[config.mk]
export PLATFORM = sky130hd
export DESIGN_NAME = bram_fifo_ctrl
export DESIGN_NICKNAME = d
export VERILOG_FILES = /design/src/rtl/bram_fifo_ctrl.sv
export SDC_FILE = /design/constraint.sdc
export NUM_CORES = 1
export LEC_CHECK = 0
export ABC_AREA = 1
export CAP_MARGIN = 10
export CORE_MARGIN = 2
export CORE_UTILIZATION = 38
export CTS_CLUSTER_SIZE = 16
export DETAILED_ROUTE_END_ITERATION = 6
export PLACE_DENSITY = 0.85
export SYNTH_ARGS = -nofsm -noshare
export SYNTH_HDL_FRONTEND = slang
export SYNTH_SLANG_ARGS = --single-unit
[constraint.sdc]
create_clock -name CLK -period 3.65 [get_ports CLK]
set_clock_uncertainty 0.15 [all_clocks]
set_input_delay 0.5475 -clock CLK [delete_from_list [all_inputs] [get_ports CLK]]
set_output_delay 0.5475 -clock CLK [all_outputs]
set_load 0.02 [all_outputs]
[src/rtl/bram_fifo_ctrl.sv]
// ---------------------------------------------------------------------------
// bram_fifo_ctrl
//
// FIFO controller placed in front of a 32-bit true-dual-port BRAM wrapper.
// Port A is the write port and port B is the read port. An incoming
// valid/ready stream is written through port A. Words are prefetched through
// port B, which has a 1-cycle READ_FIRST latency, into a 2-entry output skid
// buffer. The output is a first-word-fall-through valid/ready stream.
//
// Parameters
//   ADDR_BITS   log2 of the BRAM word depth (10 -> 1024 x 32)
//
// Ports
//   CLK         rising-edge clock for all logic and the BRAM
//   RST         asynchronous, active-high reset
//   IN_DATA     write data
//   IN_VALID    IN_DATA valid
//   IN_READY    space available; transfer on IN_VALID & IN_READY at an edge
//   OUT_DATA    head-of-FIFO word
//   OUT_VALID   OUT_DATA valid
//   OUT_READY   consumer takes the word on OUT_VALID & OUT_READY at an edge
//   COUNT       words held: BRAM + in-flight read + output buffer
//   BRAM_ADDRA  {wr_ptr, 5'b0}; 32-bit mode uses address bits [14:5]
//   BRAM_DIA    write data to port A (= IN_DATA)
//   BRAM_WEA    4'hF when a write is accepted this cycle
//   BRAM_ENA    port A enable (= accepted write)
//   BRAM_ADDRB  {rd_ptr, 5'b0}
//   BRAM_DIB    tied to zero
//   BRAM_WEB    tied to zero; port B only reads
//   BRAM_ENB    read issue strobe
//   BRAM_DOB    read data, valid the cycle after BRAM_ENB was sampled high
// ---------------------------------------------------------------------------
module bram_fifo_ctrl #(
    parameter int ADDR_BITS = 10
) (
    input  logic                 CLK,
    input  logic                 RST,
    input  logic [31:0]          IN_DATA,
    input  logic                 IN_VALID,
    output logic                 IN_READY,
    output logic [31:0]          OUT_DATA,
    output logic                 OUT_VALID,
    input  logic                 OUT_READY,
    output logic [ADDR_BITS+1:0] COUNT,
    output logic [14:0]          BRAM_ADDRA,
    output logic [31:0]          BRAM_DIA,
    output logic [3:0]           BRAM_WEA,
    output logic                 BRAM_ENA,
    output logic [14:0]          BRAM_ADDRB,
    output logic [31:0]          BRAM_DIB,
    output logic [3:0]           BRAM_WEB,
    output logic                 BRAM_ENB,
    input  logic [31:0]          BRAM_DOB
);

    // bcnt value meaning "every BRAM word occupied"
    localparam logic [ADDR_BITS:0] FULL = {1'b1, {ADDR_BITS{1'b0}}};

    logic [ADDR_BITS-1:0] wr_ptr;
    logic [ADDR_BITS-1:0] rd_ptr;
    logic [ADDR_BITS:0]   bcnt;       // words resident in the BRAM
    logic                 inflight;   // a port-B read was issued last cycle
    logic [1:0]           ocnt;       // output skid buffer occupancy, 0..2
    logic [31:0]          obuf_head;  // oldest buffered word, drives OUT_DATA
    logic [31:0]          obuf_tail;  // second buffered word

    logic       wr_accept;
    logic       rd_issue;
    logic       pop;
    logic       push;
    logic [2:0] occ_after;

    // All of these depend only on registered state, so there is no
    // combinational path from OUT_READY to OUT_VALID/OUT_DATA.
    assign IN_READY  = (bcnt != FULL);
    assign OUT_VALID = (ocnt != 2'd0);
    assign OUT_DATA  = obuf_head;

    assign pop  = OUT_VALID & OUT_READY;
    assign push = inflight;

    // Output-side occupancy once this cycle's pop is taken. Issuing only while
    // this is below 2 keeps ocnt + inflight <= 2, so a returning read always
    // finds a free slot in the skid buffer.
    assign occ_after = {1'b0, ocnt} + 3'(inflight) - 3'(pop);

    // IN_READY stays high during reset, so the write strobe is gated by RST
    // to keep port A idle while the controller is held in reset.
    assign wr_accept = IN_VALID & IN_READY & ~RST;
    assign rd_issue  = (bcnt != '0) & (occ_after < 3'd2);

    assign BRAM_DIA = IN_DATA;
    assign BRAM_WEA = wr_accept ? 4'hF : 4'h0;
    assign BRAM_ENA = wr_accept;
    assign BRAM_DIB = 32'h0;
    assign BRAM_WEB = 4'h0;
    assign BRAM_ENB = rd_issue;

    assign COUNT = {1'b0, bcnt}
                 + (ADDR_BITS+2)'(inflight)
                 + (ADDR_BITS+2)'(ocnt);

    // Word address sits at bit 5 of the 15-bit byte-style BRAM address.
    always_comb begin
        // NOTE: every output of a combinational block gets a default first so
        // no path can leave it unassigned and infer a latch.
        BRAM_ADDRA = '0;
        BRAM_ADDRB = '0;
        BRAM_ADDRA[ADDR_BITS+4:5] = wr_ptr;
        BRAM_ADDRB[ADDR_BITS+4:5] = rd_ptr;
    end

    // Control state: pointers, occupancy counters, read-in-flight flag.
    always_ff @(posedge CLK or posedge RST) begin
        // NOTE: sequential state uses non-blocking assignments so every
        // register samples pre-edge values regardless of statement order.
        if (RST) begin
            wr_ptr   <= '0;
            rd_ptr   <= '0;
            bcnt     <= '0;
            inflight <= 1'b0;
            ocnt     <= 2'd0;
        end else begin
            if (wr_accept) wr_ptr <= wr_ptr + ADDR_BITS'(1);
            if (rd_issue)  rd_ptr <= rd_ptr + ADDR_BITS'(1);

            // A write and a read at the same edge leave bcnt unchanged.
            case ({wr_accept, rd_issue})
                2'b10:   bcnt <= bcnt + (ADDR_BITS+1)'(1);
                2'b01:   bcnt <= bcnt - (ADDR_BITS+1)'(1);
                default: bcnt <= bcnt;
            endcase

            // Reset clears this flag, so a DOB belonging to a read issued
            // before reset is never captured.
            inflight <= rd_issue;
            ocnt     <= ocnt + 2'(push) - 2'(pop);
        end
    end

    // Skid buffer data. Validity is carried entirely by ocnt.
    always_ff @(posedge CLK) begin
        // NOTE: data-only storage is deliberately left out of reset; its
        // contents are never observed while the matching valid state is zero.
        if (pop) begin
            // Shift forward; with one entry left, a simultaneous push lands
            // directly in the head slot.
            obuf_head <= (ocnt == 2'd2) ? obuf_tail : BRAM_DOB;
            if (push) obuf_tail <= BRAM_DOB;
        end else if (push) begin
            if (ocnt == 2'd0) obuf_head <= BRAM_DOB;
            else              obuf_tail <= BRAM_DOB;
        end
    end

endmodule
==> results of run 1 <==
flip-flops by register name, indices dropped and copies added, names as in the netlist:
register	cells
wr_ptr	10
inflight	1
ocnt	2
rd_ptr	10
obuf_tail	32
OUT_DATA	32
bcnt	11
through the flow:
step | total power (W) | cells | setup TNS, ns | area (um2) | worst slack (ns)
2_1_floorplan | 0.00428 | 575 | 0 | 5640 | 0.0234
3_3_place_gp | 0.00559 | 798 | -0.915 | 6470 | -0.163
3_5_place_dp | 0.00568 | 798 | -1.28 | 6470 | -0.218
4_1_cts | 0.00661 | 814 | 0 | 6760 | 0.0922
5_1_grt | 0.00728 | 816 | -0.0495 | 6850 | -0.0188
6_report | 0.00675 | 817 | 0 | 6850 | 0.171
per-layer routing:
layer / vias up / wire (um) / global-route usage, % / share of wire [%]
met2: 154 / 4880 / 22.0 / 45
met4: 0 / 260 / 6.18 / 2.4
li1: 1814 / - / - / -
met3: 26 / 1050 / 4.44 / 9.7
met5: - / 0 / 0 / 0
met1: 1718 / 4640 / 17.7 / 43
layout by cell type, fill, tap and decap left out, types with 6 or more instances in the layout:
cell type	Yosys	routed
xor2_1	18	18
mux2_2	25	25
dfrtp_1	34	33
clkbuf_16	0	9
nand2_2	3	7
inv_1	44	41
nor2_1	36	32
buf_4	82	26
conb_1	1	46
edfxtp_1	64	64
ha_1	15	10
inv_2	3	6
nand3_1	25	25
nand2_1	114	110
mux2_1	7	7
clkdlybuf4s50_1	0	104
cell type report:
cell class	count	share of cell area, %
flip-flops and latches	98	40.5
repair buffers	134	18.9
well taps	180	3.29
clock buffers	9	3.29
clock inverters	7	0.894
inverters	48	2.67
diodes	1	0.0365
multi-input cells	340	30.5
where the power goes:
part           internal [W]  switching (W)  leakage [nW]
clock              0.000474       0.000435         0.143
combinational       0.00180        0.00215          1.74
sequential          0.00163       0.000262          1.04
kinds of logic (layout without fill, tap and decap cells):
family,after synthesis,in the layout,synth area share (%)
simple gates,198,198,15.8
buf+inv,137,198,15.5
flops,98,98,50.9
mux,32,32,6.61
xor+xnor,23,23,3.70
compound gates,22,22,2.57
fa+ha+maj,19,19,4.92
other cells,1,47,0.0688
critical path: cells and delay by family, from the launching register on:
| family | cells | cell delay, ns |
|---|---|---|
| XOR/XNOR | 1 | 0.17 |
| AND/OR/NAND/NOR | 3 | 0.48 |
| buffers and inverters | 3 | 0.81 |
| adder cells (fa/ha/maj) | 2 | 0.57 |
| flip-flops | 1 | 0.39 |
cells in the mapped netlist, drive strengths merged:
cell type,n
nand2,118
buf,87
edfxtp,64
inv,48
nor2,38
dfrtp,34
mux2,32
nand3,28
xor2,18
ha,15
o21ai,13
a21oi,6
nor3,6
xnor2,5
fa,4
nand4,4
nand3b,3
o22ai,3
clkbuf,2
conb,1
or2,1
timing repair:
action                     in CTS  in global routing
buffers inserted                0                  2
pin swaps                       0                  8
setup endpoints to repair       1                  8
resized for setup               1                 20
how the worst max path moves through the flow:
stage	start	to	slack [ns]	cells past startpoint
finish	ocnt[0]	COUNT[8]	0.17	9
floorplan	ocnt[1]	bcnt[6]	0.02	23
global route	ocnt[1]	bcnt[6]	-0.02	25
detailed placement	OUT_READY	bcnt[8]	-0.22	20
global placement	OUT_READY	bcnt[8]	-0.16	21
CTS	inflight	COUNT[8]	0.09	9
==> results.md, run 1 <==
- Outcome: finished, final reports clean
- Mapped Area: 5450 um2
- Yosys cell types: 36
- Die area: 15300 um2
- Mapped Cells: 530
- Reg2Reg Depth: 21
- TritonCTS buffer count: 9
- Initial Util: 39.1%
- Final wirelength: 10.8 mm
- Minimum clock period: 3.48 ns
- Pwr/cell area: 985 nW/um2
- Area share of the largest cell type after synthesis: 35.3%
- Drt via density: 4.54
- Setup violators final: 0
- YS warnings: 0
- First-pass GRT wire length: 16.4 mm
- Crit-path slowest cell: clkdlybuf4s50_1
- Reg clk slew, reported paths: 0.07 ns
- Maximum buffer depth of the clock tree: 2
- Max_cap viols: 0
- Overflow after GRT: 0
- H-tree levels: 3
- Setup crit end kind: output port
- Synth Area per Inst: 10.3 um2
- Crit path cell chain: inv_1 > fa_1 > inv_1 > fa_1 > nand3_1 > nor2_2 > nand3_1 > xor2_1 > clkdlybuf4s50_1
- CP required: 2.95 ns
- Clock sink count: 98
- P&R area growth vs syn: 25.8%
- Fraction of layout cells with a size suffix above 1: 17.5%
- Area occupied by multi-input gates: 2090 um2
- Detailed Routing Iterations Pass 1: 4
- RSZ-0062 raised after global routing: true
- GRT Resource Usage Total: 14.0%
- Fmax achieved: 0.287 GHz
- PortBufs: 107
- Nets: 718
- Vias in the first global route: 3418
- Worst Hold Class: reg2reg
- Tcrit/Tclk final: 95.3%
- Final Util: 49.2%
- Critical R2R Launch: ocnt[1]
- Average wire per standard cell: 13.3 um
- CTS tree: built
- Slew Viols, Final: 0
- DRC: 0
- Final HPWL DP: 7.78 mm
- Chip height: 124 um
- Vias: 3712
- Clk_lat worst skew: 0.35 ns
- R2r setup slk: 0.19 ns
- Initial antenna violation count: 0
- Largest net degree at the start of global routing: 35
- Post-synthesis sequential area ratio: 50.9%
- Max FO, Critical Path: 3
- CTS Root Cell: clkbuf_16
- Min-delay src: inflight
- Ranking of synthesized cells by area: edfxtp_1 35%, dfrtp_1 16%, buf_4 11%, nand2_1 7.9%, mux2_2 5.2%
- Hold Path End: ocnt[0]
- Post-synthesis register bit count: 98
- # fillers: 1213
- Largest area contributor in the netlist: edfxtp_1
- Reg area: 2770 um2
- Die Width: 124 um
- I/O pin total: 218
- GPL Wtd Cong: 0.858
- Antenna Violating Nets Remaining: 0
- WP data arrival: 2.78 ns
- Cell Rows: 43
- Maximum VDD drop: 0.528 mV
- Post-CTS Hold Buffers: 0
- CP max stage delay: 0.62 ns
- Final Hold Fails: 0
- Hold_ws: 0.373 ns
- Critical Setup Path Class: reg2out
- Startpoint Class: flop
- Initial DRC count: 318
- Hold Path Stages: 1
- R2r endpoint: bcnt[8]
- Core area: 13900 um2
- P_leak: 2.92 nW
Note: power is estimated with default switching activity, not from simulation.
==> run 2: changes to the inputs <==
--- a/config.mk
+++ b/config.mk
@@ -12,6 +12,7 @@
 export CTS_CLUSTER_SIZE = 16
 export DETAILED_ROUTE_END_ITERATION = 6
 export PLACE_DENSITY = 0.85
+export SETUP_SLACK_MARGIN = 0.3
 export SYNTH_ARGS = -nofsm -noshare
 export SYNTH_HDL_FRONTEND = slang
 export SYNTH_SLANG_ARGS = --single-unit
==> results.md, run 2 (synthesis results as in run 1) <==
- PortBufs: 107 (unchanged)
- Finished Cell Area: 7080 um2 (+3.2%)
- Final HPWL DP: 8.14 mm (+4.6%)
- Antenna Violating Nets Remaining: 0 (unchanged)
- Drt via density: 4.50 (-0.88%)
- Clock sink count: 98 (unchanged)
- Average wire per standard cell: 13.8 um (+3.8%)
- R2r setup slk: 0.28 ns (+0.09 ns)
- Commonest non-fill, non-tap cell in the layout: nand2_1
- Pre-CTS WS: -0.213 ns (+0.00443 ns)
- Max_cap viols: 0 (unchanged)
- Slew Viols, Final: 0 (unchanged)
- Startpoint Class: flop
- Final wirelength: 11.4 mm (+4.9%)
- Core area: 13900 um2 (unchanged)
- DP Area: 6480 um2 (about the same)
- Tcrit/Tclk final: 92.3% (-3.0 points)
- CP required: 3.73 ns (+0.78 ns)
- GRT Resource Usage Total: 14.8% (+0.80 points)
- Vias: 3720 (+0.22%)
- TritonCTS buffer count: 9 (unchanged)
- Chip height: 124 um (unchanged)
- Fmax achieved: 0.297 GHz (+3.2%)
- Setup crit end kind: flop
- DRC: 0 (unchanged)
- CTS tree: built
- Critical R2R Launch: ocnt[0]
- Worst setup margin: 0.280 ns (+0.109 ns)
- Final Hold Fails: 0 (unchanged)
- Fraction of layout cells with a size suffix above 1: 22.8% (+5.3 points)
- I/O pin total: 218 (unchanged)
- Cell Rows: 43 (unchanged)
- Max FO, Critical Path: 7 (+4)
- First-pass GRT wire length: 17.3 mm (+5.2%)
- Initial Util: 39.1% (unchanged)
- Initial DRC count: 230 (-28%)
- Maximum buffer depth of the clock tree: 2 (unchanged)
- RSZ-0062 raised after global routing: true
- Most frequent cells in the layout: 105 x nand2_1, 98 x clkdlybuf4s50_1, 64 x edfxtp_1, 46 x conb_1, 38 x inv_1
- Detailed Routing Iterations Pass 1: 4 (unchanged)
- Worst Hold Class: reg2reg
- Critical Setup Path Class: reg2reg
- Die Width: 124 um (unchanged)
- Minimum clock period: 3.37 ns (-0.109 ns)
- Initial antenna violation count: 0 (unchanged)
- Setup violators final: 0 (unchanged)
- CTS Root Cell: clkbuf_16
- H-tree levels: 3 (unchanged)
- Critical path destination: bcnt[10]
- WP data arrival: 3.45 ns (+0.67 ns)
- # fillers: 1201 (-0.99%)
- Final Util: 50.8% (+1.6 points)
- R2r endpoint: bcnt[10]
- Maximum VDD drop: 0.522 mV (-1.1%)
- Overflow after GRT: 0 (unchanged)
- Clk_lat worst skew: 0.34 ns (about the same)
- Largest net degree at the start of global routing: 35 (unchanged)
- Reg clk slew, reported paths: 0.07 ns (about the same)
- GPL Wtd Cong: 0.881 (+2.7%)
- CP startpoint: ocnt[0]
- Diode count: 0 (-1)
- Die area: 15300 um2 (unchanged)
- P&R area growth vs syn: 29.9%
- P_leak: 3.00 nW (+2.7%)
- Nets: 728 (+1.4%)
- Outcome: finished, final reports clean
- Vias in the first global route: 3432 (+0.41%)
- Reg2Reg Depth: 22 (+4.8%)
- Pwr/cell area: 1020 nW/um2 (+3.6%)
-- run 2: area by class of cell --
cell class	instances	area, um2	area share, %
Sequential cell	98	2770	39.2
Multi-Input combinational cell	340	2240	31.7
Timing Repair Buffer	144	1360	19.2
Clock buffer	10	229	3.24
Tap cell	180	225	3.18
Inverter	48	183	2.58
Clock inverter	6	65.1	0.919
-- run 2: metal layers --
metal  share of wire [%]  wire, um  vias to the layer above  track usage [%]
met3                  10      1140                       22             4.85
met4                 2.0       229                        0             4.90
li1                    -         -                     1829                -
met1                  43      4870                     1722             18.9
met5                   0         0                        -                0
met2                  45      5120                      147             23.7
-- run 2: worst min path at each step --
stage                        startpoint            to  slack, ns  cells after the start
after detailed placement       inflight       ocnt[0]       0.35                      1
after CTS                     wr_ptr[6]     wr_ptr[6]       0.38                      2
after floorplan                 bcnt[9]       bcnt[9]       0.32                      2
final                      obuf_tail[7]   OUT_DATA[7]       0.38                      1
after global placement         inflight       ocnt[0]       0.35                      1
after global routing      obuf_tail[28]  OUT_DATA[28]       0.40                      1
-- run 2: repair_timing --
item                       4_1_cts  5_1_grt
setup endpoints to repair       15       16
pin swaps                       19       18
hold buffers                     0        0
buffers inserted                 8        6
resized for setup               40       17
-- run 2: where the power goes --
group / switching, W / total [W] / leakage, nW / internal (W)
Combinational: 0.00235 / 0.00437 / 1.82 / 0.00202
Clock: 0.000402 / 0.000936 / 0.143 / 0.000534
Sequential: 0.000278 / 0.00191 / 1.04 / 0.00163
Total: 0.00303 / 0.00722 / 3.00 / 0.00419
-- run 2: worst max-delay path, stage by stage (launching register included) --
cell	delay [ns]
dfrtp_1	0.40
nor2_4	0.13
inv_2	0.05
nand2_2	0.06
inv_2	0.05
ha_4	0.25
inv_2	0.04
ha_4	0.14
inv_2	0.05
fa_2	0.43
inv_2	0.09
nor2_4	0.05
nand2_4	0.08
inv_4	0.04
ha_4	0.19
buf_6	0.15
fa_2	0.35
buf_4	0.15
buf_4	0.13
nand3_2	0.07
nand4_1	0.09
nand3_1	0.09
nand2_1	0.05
-- run 2: through the flow --
| step | hold WS [ns] | cells | setup TNS [ns] | power [W] |
|---|---|---|---|---|
| 3_5_place_dp | 0.347 | 796 | -1.41 | 0.00573 |
| 6_report | 0.376 | 826 | 0 | 0.00722 |
| 4_1_cts | 0.378 | 820 | 0 | 0.00701 |
| 2_1_floorplan | 0.325 | 575 | 0 | 0.00436 |
| 5_1_grt | 0.400 | 826 | 0 | 0.00776 |
| 3_3_place_gp | 0.348 | 796 | -0.834 | 0.00564 |
